File: config.mk
export PLATFORM = sky130hd
export DESIGN_NAME = alu_seq_muldiv
export DESIGN_NICKNAME = d
export VERILOG_FILES = /design/src/rtl/alu_seq_muldiv.sv
export SDC_FILE = /design/constraint.sdc
export NUM_CORES = 1
export LEC_CHECK = 0
export CORE_ASPECT_RATIO = 1.75
export CORE_MARGIN = 3
export CORE_UTILIZATION = 45
export CTS_CLUSTER_SIZE = 30
export DETAILED_ROUTE_END_ITERATION = 10
export HOLD_SLACK_MARGIN = 0.02
export PLACE_DENSITY = 0.74
export REMOVE_ABC_BUFFERS = 1
export SLEW_MARGIN = 40
export SYNTH_ARGS = -nofsm -noshare
export SYNTH_HDL_FRONTEND = slang
export SYNTH_SLANG_ARGS = --single-unit
File: constraint.sdc
create_clock -name clk -period 5.6 [get_ports clk]
set_input_delay 1.12 -clock clk [delete_from_list [all_inputs] [get_ports clk]]
set_output_delay 1.12 -clock clk [all_outputs]
set_load 0.02 [all_outputs]
File: src/rtl/alu_seq_muldiv.sv
`default_nettype none
// ============================================================================
// Module   : alu_seq_muldiv
// Brief    : WIDTH-bit sequential ALU. Single-cycle AND/OR/ADD/SUB/SLT plus
//            iterative unsigned shift-add multiply and restoring divide,
//            with a start/busy/done handshake and registered results.
// Revision : 1.0 - initial release
// ============================================================================
module alu_seq_muldiv #(
  parameter int WIDTH = 32
) (
  input  logic             clk,
  input  logic             reset,
  input  logic             i_start,
  input  logic [2:0]       i_op,
  input  logic [WIDTH-1:0] i_first,
  input  logic [WIDTH-1:0] i_second,
  output logic [WIDTH-1:0] o_result,
  output logic [WIDTH-1:0] o_result_hi,
  output logic             o_zero,
  output logic             o_overflow,
  output logic             o_div_by_zero,
  output logic             o_busy,
  output logic             o_done
);

  localparam int             c_CW       = $clog2(WIDTH + 1);
  localparam logic [c_CW-1:0] c_CNT_LAST = c_CW'(WIDTH);

  localparam logic [2:0] c_OP_AND   = 3'b000;
  localparam logic [2:0] c_OP_OR    = 3'b001;
  localparam logic [2:0] c_OP_ADD   = 3'b010;
  localparam logic [2:0] c_OP_MULTU = 3'b011;
  localparam logic [2:0] c_OP_DIVU  = 3'b100;
  localparam logic [2:0] c_OP_SUB   = 3'b110;
  localparam logic [2:0] c_OP_SLT   = 3'b111;

  typedef enum logic [0:0] {
    S_IDLE = 1'b0,
    S_RUN  = 1'b1
  } state_t;

  state_t r_state;
  state_t w_state_next;

  // Iteration state: r_acc holds {partial product, multiplier} for MULTU or
  // {partial remainder, dividend/quotient} for DIVU; r_opnd is the fixed
  // multiplicand or divisor.
  logic [2*WIDTH-1:0] r_acc;
  logic [WIDTH-1:0]   r_opnd;
  logic               r_is_div;
  logic [c_CW-1:0]    r_cnt;

  logic [WIDTH-1:0]   r_result;
  logic [WIDTH-1:0]   r_result_hi;
  logic               r_zero;
  logic               r_overflow;
  logic               r_div_by_zero;
  logic               r_done;

  logic               w_accept;
  logic               w_is_divu;
  logic               w_go_run;
  logic [c_CW-1:0]    w_cnt_inc;
  logic               w_last;

  logic [WIDTH-1:0]   w_sum;
  logic [WIDTH-1:0]   w_diff;
  logic               w_slt;
  logic [WIDTH-1:0]   w_sc_lo;
  logic [WIDTH-1:0]   w_sc_hi;
  logic               w_sc_ov;
  logic               w_sc_dbz;

  logic [WIDTH-1:0]   w_addend;
  logic [WIDTH:0]     w_mul_sum;
  logic [2*WIDTH-1:0] w_mul_next;
  logic [WIDTH:0]     w_div_shift;
  logic [WIDTH:0]     w_div_diff;
  logic               w_div_ok;
  logic [WIDTH-1:0]   w_div_rem;
  logic [2*WIDTH-1:0] w_div_next;
  logic [2*WIDTH-1:0] w_acc_next;

  assign w_accept  = i_start && (r_state == S_IDLE);
  assign w_is_divu = (i_op == c_OP_DIVU);
  // A divide by zero never enters RUN; it completes with the fixed result.
  assign w_go_run  = w_accept && ((i_op == c_OP_MULTU) ||
                                  (w_is_divu && (i_second != '0)));
  assign w_cnt_inc = r_cnt + 1'b1;
  assign w_last    = (r_state == S_RUN) && (w_cnt_inc == c_CNT_LAST);

  assign w_sum  = i_first + i_second;
  assign w_diff = i_first - i_second;
  assign w_slt  = $signed(i_first) < $signed(i_second);

  // One shift-add multiply step: add multiplicand if multiplier LSB set,
  // then shift the whole accumulator right by one (carry enters the top).
  assign w_addend   = r_acc[0] ? r_opnd : {WIDTH{1'b0}};
  assign w_mul_sum  = {1'b0, r_acc[2*WIDTH-1:WIDTH]} + {1'b0, w_addend};
  assign w_mul_next = {w_mul_sum, r_acc[WIDTH-1:1]};

  // One restoring divide step: shift next dividend bit into the remainder,
  // trial-subtract the divisor; bit WIDTH of the difference is the borrow.
  assign w_div_shift = r_acc[2*WIDTH-1:WIDTH-1];
  assign w_div_diff  = w_div_shift - {1'b0, r_opnd};
  assign w_div_ok    = ~w_div_diff[WIDTH];
  assign w_div_rem   = w_div_ok ? w_div_diff[WIDTH-1:0] : w_div_shift[WIDTH-1:0];
  assign w_div_next  = {w_div_rem, r_acc[WIDTH-2:0], w_div_ok};

  assign w_acc_next = r_is_div ? w_div_next : w_mul_next;

  // Single-cycle results, computed straight from the operands being accepted.
  always_comb begin
    w_sc_lo  = '0;
    w_sc_hi  = '0;
    w_sc_ov  = 1'b0;
    w_sc_dbz = 1'b0;
    case (i_op)
      c_OP_AND: w_sc_lo = i_first & i_second;
      c_OP_OR:  w_sc_lo = i_first | i_second;
      c_OP_ADD: begin
        w_sc_lo = w_sum;
        w_sc_ov = (i_first[WIDTH-1] == i_second[WIDTH-1]) &&
                  (w_sum[WIDTH-1] != i_first[WIDTH-1]);
      end
      c_OP_SUB: begin
        w_sc_lo = w_diff;
        w_sc_ov = (i_first[WIDTH-1] != i_second[WIDTH-1]) &&
                  (w_diff[WIDTH-1] != i_first[WIDTH-1]);
      end
      c_OP_SLT: w_sc_lo = {{(WIDTH-1){1'b0}}, w_slt};
      c_OP_DIVU: begin
        w_sc_lo  = '1;
        w_sc_hi  = i_first;
        w_sc_dbz = 1'b1;
      end
      default: ;
    endcase
  end

  // State register.
  always_ff @(posedge clk) begin
    if (reset) r_state <= S_IDLE;
    else       r_state <= w_state_next;
  end

  // Next-state: enter RUN for a multi-cycle op, leave after the last step.
  always_comb begin
    w_state_next = r_state;
    case (r_state)
      S_IDLE:  if (w_go_run) w_state_next = S_RUN;
      S_RUN:   if (w_last)   w_state_next = S_IDLE;
      default: w_state_next = S_IDLE;
    endcase
  end

  // Datapath: latch operands on acceptance, iterate in RUN, and update the
  // visible outputs only on completion so partial values never leak out.
  always_ff @(posedge clk) begin
    if (reset) begin
      r_acc         <= '0;
      r_opnd        <= '0;
      r_is_div      <= 1'b0;
      r_cnt         <= '0;
      r_result      <= '0;
      r_result_hi   <= '0;
      r_zero        <= 1'b1;
      r_overflow    <= 1'b0;
      r_div_by_zero <= 1'b0;
      r_done        <= 1'b0;
    end else begin
      r_done <= 1'b0;
      if (w_accept) begin
        r_cnt <= '0;
        if (w_go_run) begin
          r_is_div <= w_is_divu;
          r_opnd   <= w_is_divu ? i_second : i_first;
          r_acc    <= {{WIDTH{1'b0}}, (w_is_divu ? i_first : i_second)};
        end else begin
          r_result      <= w_sc_lo;
          r_result_hi   <= w_sc_hi;
          r_zero        <= (w_sc_lo == '0);
          r_overflow    <= w_sc_ov;
          r_div_by_zero <= w_sc_dbz;
          r_done        <= 1'b1;
        end
      end else if (r_state == S_RUN) begin
        r_acc <= w_acc_next;
        r_cnt <= w_cnt_inc;
        if (w_last) begin
          r_result      <= w_acc_next[WIDTH-1:0];
          r_result_hi   <= w_acc_next[2*WIDTH-1:WIDTH];
          r_zero        <= (w_acc_next[WIDTH-1:0] == '0);
          r_overflow    <= 1'b0;
          r_div_by_zero <= 1'b0;
          r_done        <= 1'b1;
        end
      end
    end
  end

  assign o_result      = r_result;
  assign o_result_hi   = r_result_hi;
  assign o_zero        = r_zero;
  assign o_overflow    = r_overflow;
  assign o_div_by_zero = r_div_by_zero;
  assign o_busy        = (r_state == S_RUN);
  assign o_done        = r_done;

endmodule
`default_nettype wire

# ---- Word level (Yosys, flattened, before mapping)
# Index checks and enable logic that the tools add are counted.
dict set report word_totals {
  regBits 172
  out_inout_bits 69
}
dict set report op_classes {
  addsub 5
  magnitude_cmp 1
  n_eq_ne 13
  n_mux 37
  bitwise 4
  reduce_logical 17
}
# op count
set ops {}
lappend ops {{$mux 32} 13}
lappend ops {{$mux 64} 4}
lappend ops {{$pmux 32 s6} 1}
lappend ops {{$logic_not 32->1} 2}
lappend ops {{$add 32x32->33} 1}
lappend ops {{$sub 33x32->33} 1}
lappend ops {{$add 32x32->32} 1}
lappend ops {{$and 32x32->32} 1}
lappend ops {{$lt 32x32->1} 1}
lappend ops {{$or 32x32->32} 1}
lappend ops {{$reduce_bool 32->1} 1}
lappend ops {{$sub 32x32->32} 1}
lappend ops {{$mux 1} 17}
lappend ops {{$eq 3x3->1 const B} 3}
lappend ops {{$add 6x1->6 const B} 1}
lappend ops {{$eq 3x2->1 const B} 2}
lappend ops {{$eq 6x6->1 const B} 1}
lappend ops {{$logic_and 1x1->1} 6}
lappend ops {{$pmux 1 s2} 2}
lappend ops {{$reduce_and 2->1} 2}
lappend ops {{$reduce_bool 2->1} 2}
lappend ops {{$eq 3x1->1 const B} 1}
lappend ops {{$logic_not 3->1} 1}
lappend ops {{$ne 1x1->1} 3}
lappend ops {{other kinds (7)} 8}

# ---- Depth between registers and ports, before layout
dict set report logic_depth {
  word_depth 7
  ltp_mapped 18
  depth_no_buf 16
}

# ---- Least setup slack after synthesis
# OpenSTA, ideal clock, no wires.
dict set report synth_timing {
  path_kind {input to register}
  from {input port i_first[0]}
  to {register r_zero, in the netlist o_zero}
  t_arrival_ns 4.390
  slack_ns 1.152
  cell_stages 15
  n_path_buf 0
  cell_sequence {inv_1 ha_1 fa_1 nor3_1 o311a_1 nor2_2 a21oi_1 nor4_1 or4b_4 nor4_2 nand4_1 nor4_1 or4b_1 nor4_1 a31o_1}
}
dict set report synth_via {
  elab_chain_cells 5
  elab_cells_between_ends 9
}
# item line_no
set synth_lines {}
lappend synth_lines {{start, declared} 16} ;# input logic [WIDTH-1:0] i_first,
lappend synth_lines {{$sub 32x32->32 (tied with other cells)} 94} ;# assign w_diff = i_first - i_second;
lappend synth_lines {{$pmux 32 s6 *} 119} ;# case (i_op)
lappend synth_lines {{$logic_not 32->1 *} 183} ;# r_zero <= (w_sc_lo == '0);
lappend synth_lines {{$mux 1 *} 176} ;# if (w_go_run) begin
lappend synth_lines {{$mux 1 *} 174} ;# if (w_accept) begin
lappend synth_lines {{end signal, assigned} 183}
lappend synth_lines {{end signal, assigned} 194} ;# r_zero <= (w_acc_next[WIDTH-1:0] == '0);
lappend synth_lines {{end, declared} 56} ;# logic r_zero;
# Mark *: on every way between the ends. The rest lies on a longest branch, timed or not. The select of a mux whose other input is x is not followed.
# A chain may end at the register's enable or synchronous reset.

# ---- Final worst setup path
dict set report layout_timing {
  from {input port i_second[1]}
  to {register r_zero, in the netlist o_zero}
}
dict set report layout_via {
  elab_chain_cells 6
  elab_cells_between_ends 15
}
# item line_no
set layout_lines {}
lappend layout_lines {{start, declared} 17} ;# input logic [WIDTH-1:0] i_second,
lappend layout_lines {{branches (longest 6 deep; another with $sub 32x32->32)} --}
# Parallel ways; which one is timed is not known. The select of a mux whose other input is x is not followed.

==> reports/metrics.cfg <==
[outcome]
status = finished, final reports clean

[floorplanning]
num_rows = 93
die_y_um = 263
core-area_sq_um = 37100
start_util_pct = 45.8
die_area_sq_um = 40300
dieWidth_um = 153
num_io_pins = 139

[final_layout]
layoutNonFillerInstCount = 3007
final_nets = 2763
nFillCells = 3603
drive_above_1_share_pct = 8.11
area_growth_pct = 18.4

[worst_setup_path]
r2r_end = o_result_hi[4]$_SDFFE_PP0P_
reg2regPathDepth = 16
required_ns = 6.01
worst-endpoint-arrival_ns = 5.54
timing.critical_path.buf_inv = 2
crit_path_max_fanout = 6
r2r_slack_ns = 0.83
end_kind = flip-flop
reg2reg_from = r_acc[31]$_SDFFE_PP0P_
critPathMaxStageDelay_ns = 0.71
cpLargestDelayFamily = simple AND/OR/NAND/NOR gates
cp_cell_sequence = clkdlybuf4s50_1 -> inv_1 -> fa_1 -> nand2b_1 -> a21o_1 -> a21oi_1 -> a21oi_1 -> o21ai_0 -> or4b_4 -> nor4_2 -> nand4_1 -> nor4_1 -> or4b_1 -> nor4_1 -> a31o_1
worstSetupPathType = input port to flip-flop
cpMaxStageDelayCell = clkdlybuf4s50_1
worstSetupStartpointType = input port

[clock_tree]
cts.hold.buffers_added = 0
insertion_delay_ns = 0.46
post_cts_buffers = 0
cts_max_path_buffers = 2
cts_buffers = 17
htree_levels = 4
cts-root-buf = clkbuf_16
cts.reportedPaths.clkPinSlew_ns = 0.08
cts_tree = yes
cts_resized = 0
cts.sinks = 172

[synth]
async_flop_share_pct = 0
netlist.area_leader.share_pct = 20.2
synthAdderAreaFrac_pct = 13.3
yosysTopAreaCell = dfxtp_1
syn-cell-area_sq_um = 17000
synth_cells = 2382
synth-seq-area-share_pct = 20.2
ys_ff_latch = 172
muxShareOfSynthArea_pct = 1.43
yosys.area_share.simple_pct = 23.3
synth.distinct_cells = 88
synth_compound_area_share_pct = 30.6
ys_warn_count = 0
synth_xor_area_share_pct = 4.53
synth_top_family_by_area = compound AO/OA/AOI/OAI gates
avgSynthCellArea_sq_um = 7.14
synthTopCellsByArea = dfxtp_1 20%, ha_1 13%, nor2_1 6.7%
synth_flop_cell = dfxtp_1
synth_edf_count = 0

[sta]
hold_viol = 0
fmax_mhz = 195
fin_ws_ns = 0.470
fin_crit_sh_pct = 91.6
setup_viol = 0
slew-limit-headroom_pct = 43.4
period_minus_slack_ns = 5.13
skew_ns = 0.0131
worst_pin_slew_ns = 0.845
drv_slew = 0
rsz0062_at_grt = false

[pwr]
power.share.clock_pct = 30.3
p_sw_share_pct = 39.4
p_sw_mw = 1.70
ir_drop_v = 0.000223
powerDensity_nw_per_um2 = 214
power.internal_mw = 2.62
comb_power_share_pct = 38.1
p_leak_nw = 8.42
p_seq_share_pct = 31.6

[route]
vias = 19000
drt_wl_total_mm = 69.6
viasPerCell = 6.31
antenna_left = 0
drt_iter0_drc = 1759
drc = 0
first_pass_iters = 6
avgRoutedWirePerCell_um = 23.1

[grt]
antenna_found_initial = 4
grt-busiest-layer = met2
use_met1_pct = 37.6
overflow = 0
use_met3_pct = 3.24
grt_pass1_vias = 18500
met2_usage_pct = 58.4
grt_pass1_wl_mm = 106
grt_start_max_net_pins = 81
grt_usage_pct = 33.1

[placed_design]
io_buffer_count = 138
place_congestion = 1.02
dp_cells = 2971
pre_cts_ws_ns = 0.0590
hpwl_mm = 54.1

[min_path]
hold_start = o_result[29]$_SDFFE_PP0P_
hold_path.class = flip-flop to flip-flop
hold_path_end = o_result[29]$_SDFFE_PP0P_
hold_depth = 2

[job]
max-cap-violations = 0

-- cell families (layout without fill, tap and decap cells) --
group | count (synthesis) | after routing
AOI/OAI and AO/OA | 776 | 776
xor gates and xnor gates | 88 | 88
adders and majority gates | 178 | 178
buffers and inverters | 299 | 445
DFF | 172 | 172
muxes | 24 | 24
other | 0 | 4
and+or+nand+nor | 845 | 845
-- power by group through the flow --
stage                     clock network, mW  logic, mW  registers [mW]
after global routing                   1.37       1.77            1.37
after detailed placement                  0       1.60            1.39
after floorplan                           0      0.914            1.42
after global placement                    0       1.59            1.39
final                                  1.31       1.64            1.36
after CTS                              1.32       1.61            1.36
-- per-stage QoR --
step	power [mW]	instance area [sq um]	hold WS, ns	TNS [ns]	util [%]
2_1_floorplan	2.33	16400	0.447	-87.30	-
3_3_place_gp	2.98	19500	0.443	0	52.4
3_5_place_dp	2.99	19500	0.446	0	52.6
4_1_cts	4.29	20100	0.456	0	54.2
5_1_grt	4.51	20100	0.481	0	54.3
6_report	4.32	20100	0.454	0	54.3
-- cell usage in the layout, fill, tap and decap left out, types with 21 or more instances in the layout --
cell             count
a31oi_1             25
a211oi_1            73
nand2_1            223
o211ai_1            32
a311oi_1            49
mux2i_1             22
ha_1               174
a21o_1              46
o21ai_0             81
nand2b_1            27
nand3_1             29
a22oi_1             21
nor2_1             301
clkdlybuf4s50_1    136
dfxtp_1            170
inv_1              137
o22ai_1             25
nor2b_1             36
nor3_1              59
buf_4              132
a21oi_1            224
o21a_1              25
nor4_1              28
xor2_1              25
a221oi_1            25
xnor2_1             63
and2_1              42
-- registers in the layout, indices dropped and copies added (netlist names) --
| name | count |
|---|---|
| o_div_by_zero | 1 |
| o_result | 32 |
| o_busy | 1 |
| o_zero | 1 |
| o_result_hi | 32 |
| r_opnd | 32 |
| r_acc | 64 |
| o_done | 1 |
| r_cnt | 6 |
| r_is_div | 1 |
| o_overflow | 1 |
-- worst register-to-register path: stages (launching register included) --
cell	delay (ns)
dfxtp_1	0.47
inv_1	0.16
ha_1	0.26
inv_1	0.07
fa_1	0.23
a211oi_1	0.10
o21ai_0	0.33
nand3_1	0.32
a211oi_1	0.53
nor3_1	0.16
o31a_1	0.28
o211a_1	0.38
buf_12	0.26
or3_1	0.41
a31oi_1	0.39
o211ai_1	0.16
a21oi_1	0.18
-- Yosys cell counts (all sizes together) (19+ instances only) --
cell and instances:
o21ai 101, o22ai 25, a311oi 49, a221oi 25
a211oi 74, ha 174, nand4 19, nor3 59
nand2b 28, xor2 25, nor2 306, a22oi 22
buf 26, nor4 30, clkbuf 135, nand2 225
mux2i 22, a31oi 25, o21a 25, o211ai 32
a21oi 224, xnor2 63, dfxtp 172, nor2b 37
inv 138, a21o 46, nand3 29, and2 46
-- per-layer routing --
layer / up-vias / wire length [um]
li1: 8895 / -
met1: 8889 / 25500
met2: 951 / 34600
met3: 233 / 4290
met4: 0 / 5180
met5: - / 0
-- area by class of cell --
class	count	area [sq um]	share of cell area, %
multi-input cells	1911	12500	62.0
flip-flops and latches	172	3450	17.1
repair buffers	275	2450	12.2
well taps	475	594	2.95
inverters	138	518	2.57
clock buffers	17	425	2.11
clock inverters	15	203	1.01
diodes	4	10.0	0.0497
-- worst max path at each step --
stage | from | endpoint | slack, ns | cells after the start
floorplan | i_start | r_acc[31]$_SDFFE_PP0P_ | -1.46 | 6
CTS | i_second[1] | o_zero$_SDFFE_PP1P_ | 0.52 | 15
finish | i_second[1] | o_zero$_SDFFE_PP1P_ | 0.47 | 15
global route | i_second[1] | o_zero$_SDFFE_PP1P_ | 0.23 | 15
detailed placement | i_second[1] | o_zero$_SDFFE_PP1P_ | 0.06 | 15
global placement | i_first[0] | o_zero$_SDFFE_PP1P_ | 0.08 | 16
No activity file was read; power rests on OpenSTA's default activity.
